--- config.mk ---
export PLATFORM = sky130hd
export DESIGN_NAME = uparc_lsu_sb
export DESIGN_NICKNAME = d
export VERILOG_FILES = /design/src/rtl/uparc_lsu_sb.sv
export SDC_FILE = /design/constraint.sdc
export NUM_CORES = 1
export LEC_CHECK = 0
export BUFFER_PORTS_ARGS = -buffer_cell sky130_fd_sc_hd__clkbuf_2
export CAP_MARGIN = 5
export CORE_MARGIN = 2
export CORE_UTILIZATION = 62
export DETAILED_ROUTE_END_ITERATION = 8
export GPL_TIMING_DRIVEN = 0
export HOLD_SLACK_MARGIN = 0.12
export MAX_ROUTING_LAYER = met4
export PLACE_DENSITY = 0.83
export SETUP_SLACK_MARGIN = 0.02
export SLEW_MARGIN = 20
export SYNTH_ARGS = -nofsm -noshare
export SYNTH_HDL_FRONTEND = slang
export SYNTH_SLANG_ARGS = --single-unit
--- constraint.sdc ---
create_clock -name clk -period 8.5 [get_ports clk]
set_clock_uncertainty 0.2 [all_clocks]
set_input_delay 0.85 -clock clk [delete_from_list [all_inputs] [get_ports clk]]
set_output_delay 0.85 -clock clk [all_outputs]
set_load 0.1 [all_outputs]
--- src/rtl/uparc_lsu_sb.sv ---
// Load-store unit with a posted-store FIFO in front of the D-Bus.
// States: B_IDLE | bus quiet, B_STORE | head store on bus, B_LOAD | load on bus.
module uparc_lsu_sb #(
    parameter int ADDR_WIDTH = 32,
    parameter int DATA_WIDTH = 32,
    parameter int SB_DEPTH   = 4
) (
    input  logic                    clk,
    input  logic                    nrst,
    input  logic [ADDR_WIDTH-1:0]   addr,
    input  logic [DATA_WIDTH-1:0]   wdata,
    output logic [DATA_WIDTH-1:0]   rdata,
    input  logic [2:0]              cmd,
    input  logic                    rnw,
    input  logic                    sext,
    output logic                    busy,
    output logic                    err_align,
    output logic                    err_bus,
    output logic                    sb_empty,
    output logic [ADDR_WIDTH-1:0]   o_DAddr,
    output logic                    o_DCmd,
    output logic                    o_DRnW,
    output logic [DATA_WIDTH/8-1:0] o_DBen,
    output logic [DATA_WIDTH-1:0]   o_DData,
    input  logic [DATA_WIDTH-1:0]   i_DData,
    input  logic                    i_DRdy,
    input  logic                    i_DErr
);
    localparam int BEN_WIDTH = DATA_WIDTH / 8;
    localparam int LANE_W    = $clog2(BEN_WIDTH);
    localparam int PTR_W     = $clog2(SB_DEPTH);
    localparam int CNT_W     = PTR_W + 1;

    typedef enum logic [1:0] {B_IDLE, B_STORE, B_LOAD} state_t;

    state_t                  state_q;
    logic                    o_dcmd_q, o_drnw_q;
    logic [ADDR_WIDTH-1:0]   o_daddr_q;
    logic [BEN_WIDTH-1:0]    o_dben_q;
    logic [DATA_WIDTH-1:0]   o_ddata_q, rdata_q;
    logic [PTR_W-1:0]        wr_ptr_q, wr_ptr_d, rd_ptr_q, rd_ptr_d;
    logic [CNT_W-1:0]        count_q, count_d;

    logic [ADDR_WIDTH-1:0]   sb_addr_q [SB_DEPTH];
    logic [BEN_WIDTH-1:0]    sb_ben_q  [SB_DEPTH];
    logic [DATA_WIDTH-1:0]   sb_data_q [SB_DEPTH];

    logic [LANE_W-1:0]       lane;
    logic                    size_ok, align_ok, req_ok, st_req, ld_req, sb_full, push;
    logic [BEN_WIDTH-1:0]    ben_base, in_ben;
    logic [ADDR_WIDTH-1:0]   in_addr;
    logic [DATA_WIDTH-1:0]   in_data, ld_sh, ld_mask, ld_data;
    logic                    ld_sign, bus_ok, bus_err, pop, flush, ld_done;

    assign lane = addr[LANE_W-1:0];

    always_comb begin
        size_ok  = 1'b1;
        align_ok = 1'b1;
        ben_base = '0;
        case (cmd)
            3'd0: ;
            3'd1: ben_base = BEN_WIDTH'(8'h01);
            3'd2: begin ben_base = BEN_WIDTH'(8'h03); align_ok = (addr[0] == 1'b0); end
            3'd3: begin ben_base = BEN_WIDTH'(8'h0F); align_ok = (addr[1:0] == 2'b00); end
            3'd4: begin
                ben_base = BEN_WIDTH'(8'hFF);
                align_ok = (addr[2:0] == 3'b000);
                size_ok  = (DATA_WIDTH == 64);
            end
            default: size_ok = 1'b0;
        endcase
    end

    assign err_align = (cmd != 3'd0) && !(size_ok && align_ok);
    assign req_ok    = (cmd != 3'd0) && !err_align;
    assign st_req    = req_ok && !rnw;
    assign ld_req    = req_ok && rnw;
    assign sb_full   = (count_q == CNT_W'(SB_DEPTH));
    assign push      = st_req && !sb_full;
    assign in_addr   = {addr[ADDR_WIDTH-1:LANE_W], {LANE_W{1'b0}}};
    assign in_ben    = ben_base << lane;
    assign in_data   = wdata << {lane, 3'b000};

    assign bus_err = o_dcmd_q && i_DErr;
    assign bus_ok  = o_dcmd_q && i_DRdy && !i_DErr;
    assign pop     = (state_q == B_STORE) && bus_ok;
    assign flush   = (state_q == B_STORE) && bus_err;
    assign ld_done = (state_q == B_LOAD) && (bus_ok || bus_err);

    // A bus error drops every queued store, including one accepted this cycle.
    always_comb begin
        wr_ptr_d = wr_ptr_q;
        rd_ptr_d = rd_ptr_q;
        count_d  = count_q;
        if (flush) begin
            wr_ptr_d = '0;
            rd_ptr_d = '0;
            count_d  = '0;
        end else begin
            if (push) wr_ptr_d = wr_ptr_q + PTR_W'(1);
            if (pop)  rd_ptr_d = rd_ptr_q + PTR_W'(1);
            count_d = count_q + CNT_W'(push) - CNT_W'(pop);
        end
    end

    always_ff @(posedge clk) begin
        if (push) begin
            sb_addr_q[wr_ptr_q] <= in_addr;
            sb_ben_q[wr_ptr_q]  <= in_ben;
            sb_data_q[wr_ptr_q] <= in_data;
        end
    end

    always_comb begin
        ld_sh   = i_DData >> {lane, 3'b000};
        ld_mask = '1;
        ld_sign = 1'b0;
        case (cmd)
            3'd1: begin ld_mask = DATA_WIDTH'(8'hFF);         ld_sign = ld_sh[7];  end
            3'd2: begin ld_mask = DATA_WIDTH'(16'hFFFF);      ld_sign = ld_sh[15]; end
            3'd3: begin ld_mask = DATA_WIDTH'(32'hFFFF_FFFF); ld_sign = ld_sh[31]; end
            default: ;
        endcase
        ld_data = (ld_sh & ld_mask) | ((sext && ld_sign) ? ~ld_mask : '0);
    end

    always_ff @(posedge clk or negedge nrst) begin
        if (!nrst) begin
            wr_ptr_q <= '0;
            rd_ptr_q <= '0;
            count_q  <= '0;
        end else begin
            wr_ptr_q <= wr_ptr_d;
            rd_ptr_q <= rd_ptr_d;
            count_q  <= count_d;
        end
    end

    // An empty FIFO with a store arriving issues that store directly next cycle.
    always_ff @(posedge clk or negedge nrst) begin
        if (!nrst) begin
            state_q   <= B_IDLE;
            o_dcmd_q  <= 1'b0;
            o_drnw_q  <= 1'b0;
            o_daddr_q <= '0;
            o_dben_q  <= '0;
            o_ddata_q <= '0;
            rdata_q   <= '0;
        end else begin
            case (state_q)
                B_IDLE: begin
                    if (count_q != '0) begin
                        state_q   <= B_STORE;
                        o_dcmd_q  <= 1'b1;
                        o_drnw_q  <= 1'b0;
                        o_daddr_q <= sb_addr_q[rd_ptr_q];
                        o_dben_q  <= sb_ben_q[rd_ptr_q];
                        o_ddata_q <= sb_data_q[rd_ptr_q];
                    end else if (push) begin
                        state_q   <= B_STORE;
                        o_dcmd_q  <= 1'b1;
                        o_drnw_q  <= 1'b0;
                        o_daddr_q <= in_addr;
                        o_dben_q  <= in_ben;
                        o_ddata_q <= in_data;
                    end else if (ld_req) begin
                        state_q   <= B_LOAD;
                        o_dcmd_q  <= 1'b1;
                        o_drnw_q  <= 1'b1;
                        o_daddr_q <= in_addr;
                        o_dben_q  <= in_ben;
                        o_ddata_q <= '0;
                    end
                end
                B_STORE: begin
                    if (bus_ok || bus_err) begin
                        state_q  <= B_IDLE;
                        o_dcmd_q <= 1'b0;
                    end
                end
                B_LOAD: begin
                    if (ld_done) begin
                        state_q  <= B_IDLE;
                        o_dcmd_q <= 1'b0;
                        if (bus_ok) rdata_q <= ld_data;
                    end
                end
                default: state_q <= B_IDLE;
            endcase
        end
    end

    assign rdata    = (ld_done && bus_ok) ? ld_data : rdata_q;
    assign busy     = (st_req && sb_full) || (ld_req && !ld_done);
    assign err_bus  = bus_err;
    assign sb_empty = (count_q == '0) && (state_q != B_STORE);
    assign o_DCmd   = o_dcmd_q;
    assign o_DRnW   = o_drnw_q;
    assign o_DAddr  = o_daddr_q;
    assign o_DBen   = o_dben_q;
    assign o_DData  = o_ddata_q;
endmodule

======== After elaboration in Yosys (flattened, before gate mapping) ========
Memory sizes are Yosys's and may differ from the RTL's.
Cells that the tools add are included.
Widths: inputs -> output; s select.
word-level totals
  bits in writable memories ............... 264
  bits in registers ....................... 111
  word-level logic and storage cells ...... 114
  memories kept ........................... 3
memory list
  memory     depth  width  rd ports  clocked after Yosys merged registers in  wr ports  line  RTL
  sb_data_q  4      32     1         0                                        1         46    logic [DATA_WIDTH-1:0] sb_data_q [SB_DEPTH];
  sb_addr_q  4      30     1         0                                        1         44    logic [ADDR_WIDTH-1:0] sb_addr_q [SB_DEPTH];
  sb_ben_q   4      4      1         0                                        1         45    logic [BEN_WIDTH-1:0] sb_ben_q [SB_DEPTH];
operators by class
  bitwise gates (word level) .............. 4
  shifts and indexed selects .............. 3
  mux-type cells .......................... 37
  equal/unequal tests ..................... 11
  $add $sub $neg .......................... 4
  reductions and logical operators ........ 42
operators with widths
  kind                 number
  $mux 32              8
  $pmux 32 s2          1
  $and 32x32->32       1
  $not 32->32          1
  $or 32x32->32        1
  $shl 32x5->32        1
  $shr 32x5->32        1
  $mux 2               9
  $logic_and 1x1->1    17
  $mux 4               3
  $pmux 4 s3           1
  $reduce_bool 3->1    4
  $mux 1               10
  $logic_not 3->1      3
  $pmux 1 s3           3
  $eq 3x2->1 const B   2
  $eq 3x3->1 const B   2
  $logic_not 1->1      6
  $pmux 2 s3           1
  $reduce_and 3->1     2
  $add 2x1->2 const B  2
  $logic_not 2->1      2
  $ne 2x1->1 const B   2
  $ne 4x4->1 const B   1
  15 further kinds     17

======== Longest topological paths before layout ========
  depth after elaboration ................. 13
  depth in mapped cells ................... 11

======== Least setup slack after synthesis ========
No wires, ideal clock.
  path kind ............................... input port to output port
  start ................................... in addr[0]
  end ..................................... out rdata[16]
  arrival time ............................ 3.862 ns
  path slack .............................. 3.588 ns
  stages .................................. 6
  required time ........................... 7.450 ns
  buffers on the path ..................... 2
  cells stage by stage .................... buf_4 > nor2b_1 > o2bb2ai_1 > a22oi_2 > clkbuf_1 > o21ai_0
between the ends
  word-level cells in the longest chain between the ends .. 6
  elaborated cells on any way between the ends .. 7
  classes of those cells .................. shift: 1; mux: 3; bitwise: 2; reduce/logical: 1
RTL lines
  item                line  RTL
  start: declaration  10    input logic [ADDR_WIDTH-1:0] addr,
  $shr 32x5->32 *     116   ld_sh = i_DData >> {lane, 3'b000};
  $pmux 1 s3          119   case (cmd)
  $logic_and 1x1->1   125   ld_data = (ld_sh & ld_mask) | ((sext && ld_sign) ? ~ld_mask : '0);
  $mux 32             125
  $or 32x32->32 *     125
  $mux 32 *           194   assign rdata = (ld_done && bus_ok) ? ld_data : rdata_q;
  end: declaration    12    output logic [DATA_WIDTH-1:0] rdata,
Mark *: on every way between the ends. The rest lies on a longest branch, timed or not.

======== Worst setup path in the final report ========
  start ................................... reg state_q[0]
  end ..................................... out rdata[21]
between the ends
  word-level cells in the longest chain between the ends .. 4
RTL lines
  item                      line  RTL
  start: declaration        36    state_t state_q;
  start signal: assignment  143   state_q <= B_IDLE;
  start signal: assignment  154   state_q <= B_STORE;
  start signal: assignment  161   state_q <= B_STORE;
  $eq 2x2->1                89    assign ld_done = (state_q == B_LOAD) && (bus_ok || bus_err);
  $logic_and 1x1->1         89
  $logic_and 1x1->1         194
  $mux 32                   194
Every way passes these cells.

==> impl_metrics.csv <==
group,metric,value,unit
worst_setup_path,setup.reg_to_reg.worst_slack,5920,ps
worst_setup_path,worstSetupEndpointType,"output port",
grt,first_global_vias,10700,
worst_setup_path,path_max_fanout,8,
worst_setup_path,reg2reg_from,"state_q[1]",
die,io_pins,211,
grt,grt_overflow,0,
sta,final_max_slew_viol_count,0,
routing,detailedRoute.firstIterationViolations,1141,
synthesis,post-synth-top-area-fraction,49.0,%
worst_setup_path,worst_ep_required_time,7450,ps
sta,worstMarginPinSlew,978,ps
final_layout,layout.nets,1420,
routing,routed_wl,40200,µm
sta,ratio_of_final_minimum_period_to_clock_period,49.7,%
power,peakVddDrop,0.000307,V
clocking,cts_setup_buffers,0,
worst_setup_path,setup.worst_path.class,"register to output port",
placement,post-place-cells,1598,
final_layout,final_design_area_no_fill,19100,µm²
synthesis,synth_flop_cell,"sky130_fd_sc_hd__edfxtp_1",
die,die_area,27400,µm²
power,power.leakage,7.58,nW
placement,dp_hpwl,25900,µm
placement,port_buffers,207,
worst_hold_path,worst_hold_depth,2,
synthesis,synthTopCellsByArea,"sky130_fd_sc_hd__edfxtp_1 (49%), sky130_fd_sc_hd__dfrtp_1 (17%), sky130_fd_sc_hd__mux4_2 (10%), sky130_fd_sc_hd__mux2_2 (3.6%), sky130_fd_sc_hd__mux2i_1 (2.7%)",
routing,post_drt_via_cell_ratio,6.31,
worst_setup_path,r2r.worst_path.cells,10,
die,chipHeight,166,µm
sta,finalSetupTns,0,ps
final_layout,antenna-diode-count,0,
clocking,clk_root_buffer_cell,"sky130_fd_sc_hd__clkbuf_16",
clocking,tritoncts.num_buffers,39,
routing,routed_length_per_instance,24.1,µm
routing,first_pass_iters,5,
placement,dpl-instance-area,17800,µm²
synthesis,ys_async_sr_fraction,29.2,%
routing,drt.antenna.violating_nets,0,
placement,gp_congestion,0.916,
synthesis,yosys.area.top_type,"sky130_fd_sc_hd__edfxtp_1",
sta,hold_viol,0,
grt,grt_first_pass_wirelength,61000,µm
grt,grt_max_degree,57,
clocking,clock_path_buffers,3,
routing,number_of_remaining_drc_errors,0,
power,power.density_cell_area,386,nW/µm²
clocking,ctsHtreeMaxLevel,2,
synthesis,post_synth_num_cell_types,54,
final_layout,final_non_filler_cells,1669,
synthesis,post_synth_instance_area,16200,µm²
synthesis,ys_ff_latch,373,
die,std_cell_rows,59,
sta,timing.slew.headroom,34.7,%
synthesis,yosysWarningCount,0,
worst_hold_path,hold-path-endpoint,"rdata_q[2]",
clocking,insertion_delay,520,ps
sta,finalCriticalPeriod,4220,ps
grt,groute.usage.overall,31.0,%
synthesis,synth_enable_flop_cells,264,
die,core,25800,µm²
synthesis,postSynthCellCount,1050,
worst_setup_path,critPathSlowestCell,"sky130_fd_sc_hd__a211oi_2",
die,initial_utilization,62.6,%
final_layout,filler_cells,1613,
final_layout,area_growth_syn_to_layout,17.8,%
die,die_x,166,µm
sta,rsz0062_at_grt,"false",
run,drv.max_cap_violation_count,0,
grt,antenna_found_initial,0,
clocking,clock_sink_count,373,
clocking,tritoncts,"done",
worst_setup_path,highest_cell_delay_on_the_worst_timing_path,710,ps
synthesis,postSynthAreaPerCell,15.4,µm²
worst_setup_path,rr_endpoint,"count_q[2]",
synthesis,portion_of_the_post_synthesis_area_used_by_sequential_elements,65.9,%
sta,max_freq,237,MHz
worst_hold_path,hold_path_startpoint,"rdata_q[2]",
routing,vias,10500,
worst_setup_path,critPathArrivalTime,3170,ps
final_layout,drive_above_1_share,33.4,%
clocking,clkSlewWorstSetupHoldPaths,60,ps
worst_hold_path,hold_path.class,"register to register",
worst_setup_path,timing.critical_path.cells,"inv_1 -> ha_1 -> nand4b_1 -> a211oi_2 -> a22oi_1 -> o21ai_0 -> clkbuf_2",
run_status,outcome,"finished clean",
worst_setup_path,crit_path_start_kind,"register",
sta,setup_violations,0,
## metal layers
layer  part of all wire [%]  wire length (µm)  track usage [%]
met1                     38             15400             40.7
met2                     50             20100             49.9
met3                    8.2              3320             5.09
met4                    3.4              1380             10.9
met5                      0                 0                -
## layout by cell type (no fill, tap or decap), types with 3 or more instances in the layout
master,instances
sky130_fd_sc_hd__o2bb2ai_1,9
sky130_fd_sc_hd__and3_1,18
sky130_fd_sc_hd__buf_16,5
sky130_fd_sc_hd__edfxtp_1,264
sky130_fd_sc_hd__o21ai_0,64
sky130_fd_sc_hd__dfrtp_1,109
sky130_fd_sc_hd__buf_4,12
sky130_fd_sc_hd__ha_1,9
sky130_fd_sc_hd__a22oi_1,17
sky130_fd_sc_hd__clkbuf_16,41
sky130_fd_sc_hd__mux2i_1,43
sky130_fd_sc_hd__a221o_1,16
sky130_fd_sc_hd__nor2b_1,12
sky130_fd_sc_hd__a21oi_1,27
sky130_fd_sc_hd__and3_4,4
sky130_fd_sc_hd__a31oi_1,16
sky130_fd_sc_hd__nand3_1,4
sky130_fd_sc_hd__nor2_1,34
sky130_fd_sc_hd__clkinv_2,4
sky130_fd_sc_hd__a21o_1,4
sky130_fd_sc_hd__clkbuf_2,207
sky130_fd_sc_hd__inv_1,24
sky130_fd_sc_hd__and2_1,32
sky130_fd_sc_hd__mux4_2,74
sky130_fd_sc_hd__clkbuf_8,6
sky130_fd_sc_hd__buf_2,27
sky130_fd_sc_hd__nand2_1,112
sky130_fd_sc_hd__mux2_2,52
sky130_fd_sc_hd__clkinv_1,3
sky130_fd_sc_hd__clkbuf_1,37
sky130_fd_sc_hd__buf_1,7
## synthesized netlist by cell type, types with 2 or more instances
cell type and instances:
sky130_fd_sc_hd__a211oi_2 2, sky130_fd_sc_hd__a21o_1 4, sky130_fd_sc_hd__a21oi_1 27, sky130_fd_sc_hd__a221o_1 16, sky130_fd_sc_hd__a22oi_1 17, sky130_fd_sc_hd__a31oi_1 16, sky130_fd_sc_hd__and2_1 32, sky130_fd_sc_hd__and3_1 22
sky130_fd_sc_hd__buf_1 7, sky130_fd_sc_hd__buf_2 27, sky130_fd_sc_hd__buf_4 12, sky130_fd_sc_hd__clkbuf_1 23, sky130_fd_sc_hd__dfrtp_1 109, sky130_fd_sc_hd__edfxtp_1 264, sky130_fd_sc_hd__ha_1 9, sky130_fd_sc_hd__inv_1 24
sky130_fd_sc_hd__mux2_2 52, sky130_fd_sc_hd__mux2i_1 43, sky130_fd_sc_hd__mux4_2 74, sky130_fd_sc_hd__nand2_1 112, sky130_fd_sc_hd__nand3_1 4, sky130_fd_sc_hd__nand4b_1 2, sky130_fd_sc_hd__nor2_1 34, sky130_fd_sc_hd__nor2b_1 12
sky130_fd_sc_hd__nor3b_1 2, sky130_fd_sc_hd__o21ai_0 64, sky130_fd_sc_hd__o2bb2ai_1 9, sky130_fd_sc_hd__o31ai_1 2, sky130_fd_sc_hd__or3_1 2, sky130_fd_sc_hd__xnor2_1 2, sky130_fd_sc_hd__xor2_1 2
## worst max-delay path by stage
stage	slack [ps]	endpoint	from	cells past startpoint
5_1_grt	4110	rdata[19]	state_q[0]	7
4_1_cts	4290	rdata[21]	state_q[0]	7
2_1_floorplan	3590	rdata[16]	addr[0]	6
6_report	4280	rdata[21]	state_q[0]	7
3_3_place_gp	3300	sb_data_q[1][23]	addr[1]	5
3_5_place_dp	4390	rdata[14]	addr[0]	8
## cells by family after synthesis
family | synth area share (%)
flops | 65.9
simple gates | 6.72
compound gates | 7.00
mux | 16.6
buf+inv | 2.75
fa+ha+maj | 0.820
xor+xnor | 0.217
other cells | 0.0232
## timing repair
action / CTS / global route
hold endpoints to repair: 17 / 0
hold buffers: 1 / 0
gates resized for setup: 0 / 0
## power by group
part           internal [mW]  switching (mW)
sequential              2.24           0.150
combinational          0.861            2.42
clock                  0.991           0.686
total                   4.09            3.26
## worst max-delay path: cells and delay by family (launching register included)
kind                     cells  cell delay (ps)
AO/OA/AOI/OAI                3             1080
buffers and inverters        2              590
flip-flops                   1              410
AND/OR/NAND/NOR              1              330
adder cells (fa/ha/maj)      1              230
## layout make-up
| type | instances | area, µm² | area share [%] |
|---|---|---|---|
| Sequential cell | 373 | 10700 | 55.9 |
| Clock inverter | 10 | 100 | 0.525 |
| Multi-Input combinational cell | 583 | 5100 | 26.7 |
| Tap cell | 335 | 419 | 2.20 |
| Clock buffer | 60 | 1150 | 6.02 |
| Timing Repair Buffer | 213 | 1190 | 6.26 |
| Buffer | 71 | 354 | 1.86 |
| Inverter | 24 | 90.1 | 0.473 |
## metrics by stage
stage	util [%]	hold WS (ps)	power [mW]	worst slack, ps
CTS	73.7	276	7.37	4290
global route	73.7	290	7.62	4110
floorplan	-	239	5.00	3590
detailed placement	68.9	262	5.68	4390
global placement	68.2	252	5.59	3300
finish	73.7	275	7.35	4280
## flip-flops by register name, summed over array words and instances, names as in the netlist
signal	cells
o_DData	32
count_q	3
rd_ptr_q	2
sb_addr_q	120
o_DAddr	30
wr_ptr_q	2
o_DRnW	1
sb_ben_q	16
o_DCmd	1
state_q	2
o_DBen	4
sb_data_q	128
rdata_q	32
Note: power is estimated with default switching activity, not from simulation.
